**src/rtl/adc_decimator.sv**
```systemverilog
// adc_decimator: boxcar-sums 2^DEC_LOG2 paired ADC samples into signed {A,B} results over valid/ready
module adc_decimator #(
    parameter int ADC_WIDTH     = 12,
    parameter int DEC_LOG2      = 4,
    parameter int MEAS_POINTS   = 4096,
    parameter int OFFSET_BINARY = 1
) (
    input  logic                          clk,
    input  logic                          rst,
    input  logic                          start,
    input  logic                          sample_valid,
    input  logic [ADC_WIDTH-1:0]          adc_a,
    input  logic [ADC_WIDTH-1:0]          adc_b,
    output logic                          out_valid,
    input  logic                          out_ready,
    output logic [ADC_WIDTH+DEC_LOG2-1:0] out_a,
    output logic [ADC_WIDTH+DEC_LOG2-1:0] out_b,
    output logic [11:0]                   out_idx,
    output logic                          busy,
    output logic                          done,
    output logic                          overrun
);
    localparam int OW = ADC_WIDTH + DEC_LOG2;
    localparam int CW = DEC_LOG2 > 0 ? DEC_LOG2 : 1;
    localparam logic [ADC_WIDTH-1:0] FLIP = OFFSET_BINARY != 0 ? {1'b1, {(ADC_WIDTH-1){1'b0}}} : '0;

    typedef enum logic [1:0] {IDLE, ACCUM, DONE} state_t;

    state_t                       state_q, state_d;
    logic        [OW-1:0]         acc_a_q, acc_a_d, acc_b_q, acc_b_d;
    logic        [OW-1:0]         out_a_q, out_a_d, out_b_q, out_b_d;
    logic        [OW-1:0]         sum_a, sum_b;
    logic signed [ADC_WIDTH-1:0]  conv_a, conv_b;
    logic        [CW-1:0]         cnt_q, cnt_d;
    logic        [12:0]           res_q, res_d;
    logic        [11:0]           idx_q, idx_d;
    logic                         valid_q, valid_d, ovr_q, ovr_d, last;

    assign conv_a = adc_a ^ FLIP;
    assign conv_b = adc_b ^ FLIP;
    assign sum_a  = acc_a_q + OW'(conv_a);
    assign sum_b  = acc_b_q + OW'(conv_b);
    // with DEC_LOG2=0 every sample closes a block
    assign last   = (DEC_LOG2 == 0) || (cnt_q == {CW{1'b1}});

    always_comb begin
        state_d = state_q;
        acc_a_d = acc_a_q;
        acc_b_d = acc_b_q;
        cnt_d   = cnt_q;
        res_d   = res_q;
        valid_d = valid_q && !out_ready;
        ovr_d   = ovr_q;
        out_a_d = out_a_q;
        out_b_d = out_b_q;
        idx_d   = idx_q;
        if (start) begin
            state_d = ACCUM;
            acc_a_d = '0;
            acc_b_d = '0;
            cnt_d   = '0;
            res_d   = '0;
            valid_d = 1'b0;
            ovr_d   = 1'b0;
        end else if (state_q == ACCUM && sample_valid) begin
            acc_a_d = last ? '0 : sum_a;
            acc_b_d = last ? '0 : sum_b;
            cnt_d   = last ? '0 : cnt_q + 1'b1;
            if (last) begin
                res_d   = res_q + 13'd1;
                state_d = res_d == 13'(MEAS_POINTS) ? DONE : ACCUM;
                // a full, unaccepted output register wins; the new result is lost
                if (!valid_q || out_ready) begin
                    valid_d = 1'b1;
                    out_a_d = sum_a;
                    out_b_d = sum_b;
                    idx_d   = res_q[11:0];
                end else begin
                    ovr_d = 1'b1;
                end
            end
        end
    end

    always_ff @(posedge clk or posedge rst) begin
        if (rst) begin
            state_q <= IDLE;
            acc_a_q <= '0;
            acc_b_q <= '0;
            cnt_q   <= '0;
            res_q   <= '0;
            valid_q <= 1'b0;
            ovr_q   <= 1'b0;
            out_a_q <= '0;
            out_b_q <= '0;
            idx_q   <= '0;
        end else begin
            state_q <= state_d;
            acc_a_q <= acc_a_d;
            acc_b_q <= acc_b_d;
            cnt_q   <= cnt_d;
            res_q   <= res_d;
            valid_q <= valid_d;
            ovr_q   <= ovr_d;
            out_a_q <= out_a_d;
            out_b_q <= out_b_d;
            idx_q   <= idx_d;
        end
    end

    assign out_valid = valid_q;
    assign out_a     = out_a_q;
    assign out_b     = out_b_q;
    assign out_idx   = idx_q;
    assign overrun   = ovr_q;
    assign busy      = state_q == ACCUM;
    assign done      = state_q == DONE;
endmodule

```
**config.mk**
```make
export PLATFORM = sky130hd
export DESIGN_NAME = adc_decimator
export DESIGN_NICKNAME = d
export VERILOG_FILES = /design/src/rtl/adc_decimator.sv
export SDC_FILE = /design/constraint.sdc
export NUM_CORES = 1
export LEC_CHECK = 0
export ABC_CLOCK_PERIOD_IN_PS = 6300
export BUFFER_PORTS_ARGS = -buffer_cell sky130_fd_sc_hd__buf_2
export CAP_MARGIN = 20
export CORE_MARGIN = 1
export CORE_UTILIZATION = 62
export DETAILED_ROUTE_END_ITERATION = 10
export MAX_ROUTING_LAYER = met4
export PLACE_DENSITY = 0.86
export SETUP_SLACK_MARGIN = 0.05
export SLEW_MARGIN = 20
export SYNTH_ARGS = -nofsm -noshare
export SYNTH_HDL_FRONTEND = slang
export SYNTH_SLANG_ARGS = --single-unit
export TNS_END_PERCENT = 30
```
**constraint.sdc**
```tcl
create_clock -name clk -period 6.3 [get_ports clk]
set_input_delay 0.315 -clock clk [delete_from_list [all_inputs] [get_ports clk]]
set_output_delay 0.315 -clock clk [all_outputs]
set_load 0.01 [all_outputs]
```
# Yosys cells after proc, flatten, opt, wreduce, memory -nomap -nowiden
# Index checks and enable logic that the tools add are counted.
# word_totals
inputBits	29
reg_bits	97
word_cells	56
out_inout_bits	48
# op_classes
mux	24
add_sub_neg	4
n_eq_ne	5
bitwise	3
reduce_logical	10
# ops
operator	n
two-way mux 16 bit	6
two-way mux 13 bit	3
adder 16 bit	2
adder 13 x 1 -> 13 bit (second input constant)	1
equality test 13 bit (second input constant)	1
two-way mux 4 bit	3
two-way mux 1 bit	8
two-way mux 2 bit	4
adder 4 x 1 -> 4 bit (second input constant)	1
equality test 4 bit (second input constant)	1
AND reduction 4 bit	1
nonzero test 2 bit	2
inverter 1 bit	3
AND reduction 3 bit	1
equality test 2 x 1 -> 1 bit (second input constant)	1
equality test 2 bit (second input constant)	1
logical AND 1 bit	2
logical NOT 1 bit	2
inequality test 2 bit (second input constant)	1
AND reduction 2 bit	1
logical OR 1 bit	1

# Depth between registers and ports, before layout
# logic_depth
depth_word	6
ltp_mapped	9
ltp_nobuf	9

# Least setup slack after synthesis
# OpenSTA, ideal clock, no wires.
# synth_path
path_type	reg2reg
startpoint	reg acc_a_q[0]
endpoint	reg out_a_q[14] (netlist: out_a[14])
stages_incl_launch_ff	10
n_path_buf	0
required_time_ps	6175
setup_slack_ps	4033
setup_ps	125
t_arrival_ps	2142
synth_period_minus_slack_ps	2267
cell_sequence	dfrtp_1 ha_1 fa_1 a21o_1 a311oi_1 nor2_1 a21oi_1 o31a_1 xnor2_1 mux2_2
# synth_between
elab_chain_cells	1
# synth_rtl
element	line	rtl
from (decl)	30	logic [OW-1:0] acc_a_q, acc_a_d, acc_b_q, acc_b_d;
from (signal assigned)	88	acc_a_q <= '0;
from (signal assigned)	99	acc_a_q <= acc_a_d;
adder 16 bit	41	assign sum_a = acc_a_q + OW'(conv_a);
to (signal assigned)	105	out_a_q <= out_a_d;
to (decl)	31	logic [OW-1:0] out_a_q, out_a_d, out_b_q, out_b_d;
# Every way passes these cells.
# A chain may end at the register's enable or synchronous reset.

# Worst setup path after layout
# layout_path
startpoint	reg acc_b_q[3]
endpoint	reg acc_b_q[15]
# layout_between
elab_chain_cells	4
# layout_rtl
element	line	rtl
from (decl)	30	
from (signal assigned)	89	acc_b_q <= '0;
from (signal assigned)	100	acc_b_q <= acc_b_d;
adder 16 bit	42	assign sum_b = acc_b_q + OW'(conv_b);
two-way mux 16 bit	67	acc_b_d = last ? '0 : sum_b;
two-way mux 16 bit	65	end else if (state_q == ACCUM && sample_valid) begin
two-way mux 16 bit	57	if (start) begin
# Every way passes these cells. The select of a mux whose other input is x is not followed.

==> impl_metrics.yaml <==
run_status:
  status: "completed"
clock_network:
  numCtsBuffers: 9
  cts.root.buffer_cell: "clkbuf_8"
  htreeDepth: 3
  clk_pin_slew_worst_paths_ns: 0.10
  insertion_delay_ns: 0.37
  clockBufferDepth: 2
  clock-sinks: 97
  cts_tree: "built"
floorplan:
  rows: 33
  dieArea_um2: 8860
  core_area_um2: 8220
  die_h_um: 94.2
  pin_count: 77
  fp.dieW_um: 94.2
  start_util_pct: 64.1
place:
  dp_slack_ns: 3.81
  io_buffers: 76
  dp_hpwl_um: 7630
  dpl.cell_count: 652
  place_area_um2: 5700
  gp_congestion: 0.900
route:
  drtIter0Drc: 201
  drt-vias-per-instance: 6.06
  vias: 4057
  post_drt_wl_per_cell_um: 16.5
  ant_nets: 0
  drc: 0
  drt_pass1_iterations: 4
  wl_um: 11000
sta:
  slew-limit-headroom_pct: 39.7
  min_period_over_period_pct: 39.8
  finalHoldViolCount: 0
  maxSlewViolCount: 0
  worst_pin_slew_ns: 0.905
  fin_skew_ns: 0.0141
  setup_viol: 0
  fin_crit_ns: 2.51
  rsz0062_at_grt: "no"
  final.setup.tns_ns: 0
  max_freq_mhz: 399
  setup_ws_ns: 3.79
worst_setup_path:
  reg2reg_from: "acc_b_q[3]$_DFFE_PP0N_"
  start_kind: "flop"
  crit_type: "flop to flop"
  critPathRequiredTime_ns: 6.61
  worst-endpoint-arrival_ns: 2.82
  crit_fanout: 5
  endpoint_kind: "flop"
  startpoint: "acc_b_q[3]$_DFFE_PP0N_"
synthesis:
  seq_area_frac_synth_pct: 46.1
  synth_edf_count: 0
  syn_inst: 492
  syn-num-nets: 556
  synth_area_leaders: "dfrtp_1 46%, mux2_2 8.8%, ha_1 7.8%, a22o_1 4.7%, xnor2_1 3.8%"
  synthesis.area_um2: 5270
  yosysWarnings: 0
  synthArstFlopShare_pct: 100
  yosys_most_used_dff: "dfrtp_1"
  syn_area_per_cell_um2: 10.7
  ys_seq_elements: 97
  ys_types: 46
  yosys.area.top_type: "dfrtp_1"
  synth_top_area_share_pct: 46.1
power:
  p_per_area_nw_per_um2: 240
  p_leak_nw: 3.03
  ir_drop_v: 0.000144
  power_mw: 1.41
global_route:
  grt_max_degree: 75
  grt_pass1_wl_um: 18600
  grt_overflow_total: 0
  antenna_found_initial: 0
  grt_pass1_vias: 3965
  track_usage_pct: 27.8
cells_and_area:
  layout_common_cells: "97 x dfrtp_1, 76 x buf_2, 41 x mux2_2, 38 x a21oi_1, 36 x nand2_1"
  antennaDiodeCount: 0
  finalNonFillerCells: 669
  final_common_cell: "dfrtp_1"
  post-route-cell-area_um2: 5890
  drive_above_1_share_pct: 25.7
  syn_to_final_growth_pct: 11.9
  nNetsFinal: 623
worst_hold_path:
  min_from: "out_ready"
  min_path_type: "primary input to flop"
job:
  max-cap-violations: 0
==> registers in the layout (all words and copies together), names as in the netlist <==
| name | cells |
|---|---|
| overrun | 1 |
| out_valid | 1 |
| out_idx | 12 |
| out_a | 16 |
| acc_a_q | 16 |
| cnt_q | 4 |
| out_b | 16 |
| res_q | 13 |
| state_q | 2 |
| acc_b_q | 16 |
==> power by group <==
group | switching [mW] | internal (mW)
combinational | 0.202 | 0.149
clock | 0.219 | 0.165
sequential | 0.0239 | 0.655
total | 0.445 | 0.969
==> cells in the mapped netlist (all sizes together) (3+ instances only) <==
| library cell | count |
|---|---|
| xnor2 | 23 |
| a22o | 28 |
| nor2b | 3 |
| nor2 | 31 |
| o21bai | 5 |
| nor3 | 5 |
| and3 | 7 |
| ha | 33 |
| inv | 10 |
| a211oi | 4 |
| dfrtp | 97 |
| a31oi | 6 |
| mux2 | 41 |
| nand4 | 10 |
| clkbuf | 13 |
| a21o | 9 |
| nand3 | 11 |
| xor2 | 19 |
| or3 | 5 |
| buf | 12 |
| o21ai | 21 |
| nand2 | 36 |
| a21oi | 38 |
==> final timing paths <==
path | endpoint | slack (ns) | cells after the start
setup reg to reg | acc_b_q[15]$_DFFE_PP0N_ | 3.79 | 8
min in group asynchronous | out_idx[11]$_DFFE_PP0P_ | 0.45 | 3
hold reg to reg | acc_b_q[10]$_DFFE_PP0N_ | 0.49 | 2
hold / removal | overrun$_DFFE_PP0P_ | 0.29 | 4
max in group asynchronous | res_q[6]$_DFFE_PP0P_ | 4.65 | 4
setup / recovery | acc_b_q[15]$_DFFE_PP0N_ | 3.79 | 8
==> metal layers <==
metal,global-route usage [%],vias to the layer above,share of wire [%]
li1,-,1919,-
met2,43.9,129,48
met5,-,-,0
met3,4.05,20,4.3
met1,36.8,1989,46
met4,9.74,0,1.8
==> critical path, cell delays in order (launching register included) <==
cell      delay [ns]
dfrtp_1         0.39
ha_1            0.34
a21o_1          0.18
a21oi_1         0.17
a21boi_0        0.21
a41oi_1         0.46
nor2_1          0.16
o41ai_1         0.35
a22o_1          0.19
==> cells by family (layout without fill, tap and decap cells) <==
logic type               after synthesis  after routing  synth area share, %
multiplexers                          42             42                 8.96
AND/OR/NAND/NOR                      113            113                 10.1
adder cells (fa/ha/maj)               35             35                 8.60
flip-flops                            97             97                 46.1
XOR/XNOR                              42             42                 6.99
AO/OA/AOI/OAI                        128            128                 16.2
buffers and inverters                 35            107                 3.04
==> metrics by stage <==
step | hold slack (ns) | utilization (%)
2_1_floorplan | 0.454 | -
3_3_place_gp | 0.288 | 69.4
3_5_place_dp | 0.299 | 69.4
4_1_cts | 0.293 | 71.7
5_1_grt | 0.315 | 71.7
6_report | 0.291 | 71.7
==> cell type report <==
cell class	count	area, um2
multi-input cells	360	2690
flip-flops and latches	97	2430
fillers	603	2320
repair buffers	81	420
clock buffers	12	155
well taps	105	131
inverters	10	40.0
clock inverters	4	27.5
==> what timing repair did <==
| item | 4_1_cts | 5_1_grt |
|---|---|---|
| buffers inserted | 0 | 0 |
| hold endpoints to repair | 23 | 0 |
| hold buffers | 1 | 0 |
| resized for setup | 0 | 0 |
Note: power is estimated with default switching activity, not from simulation.
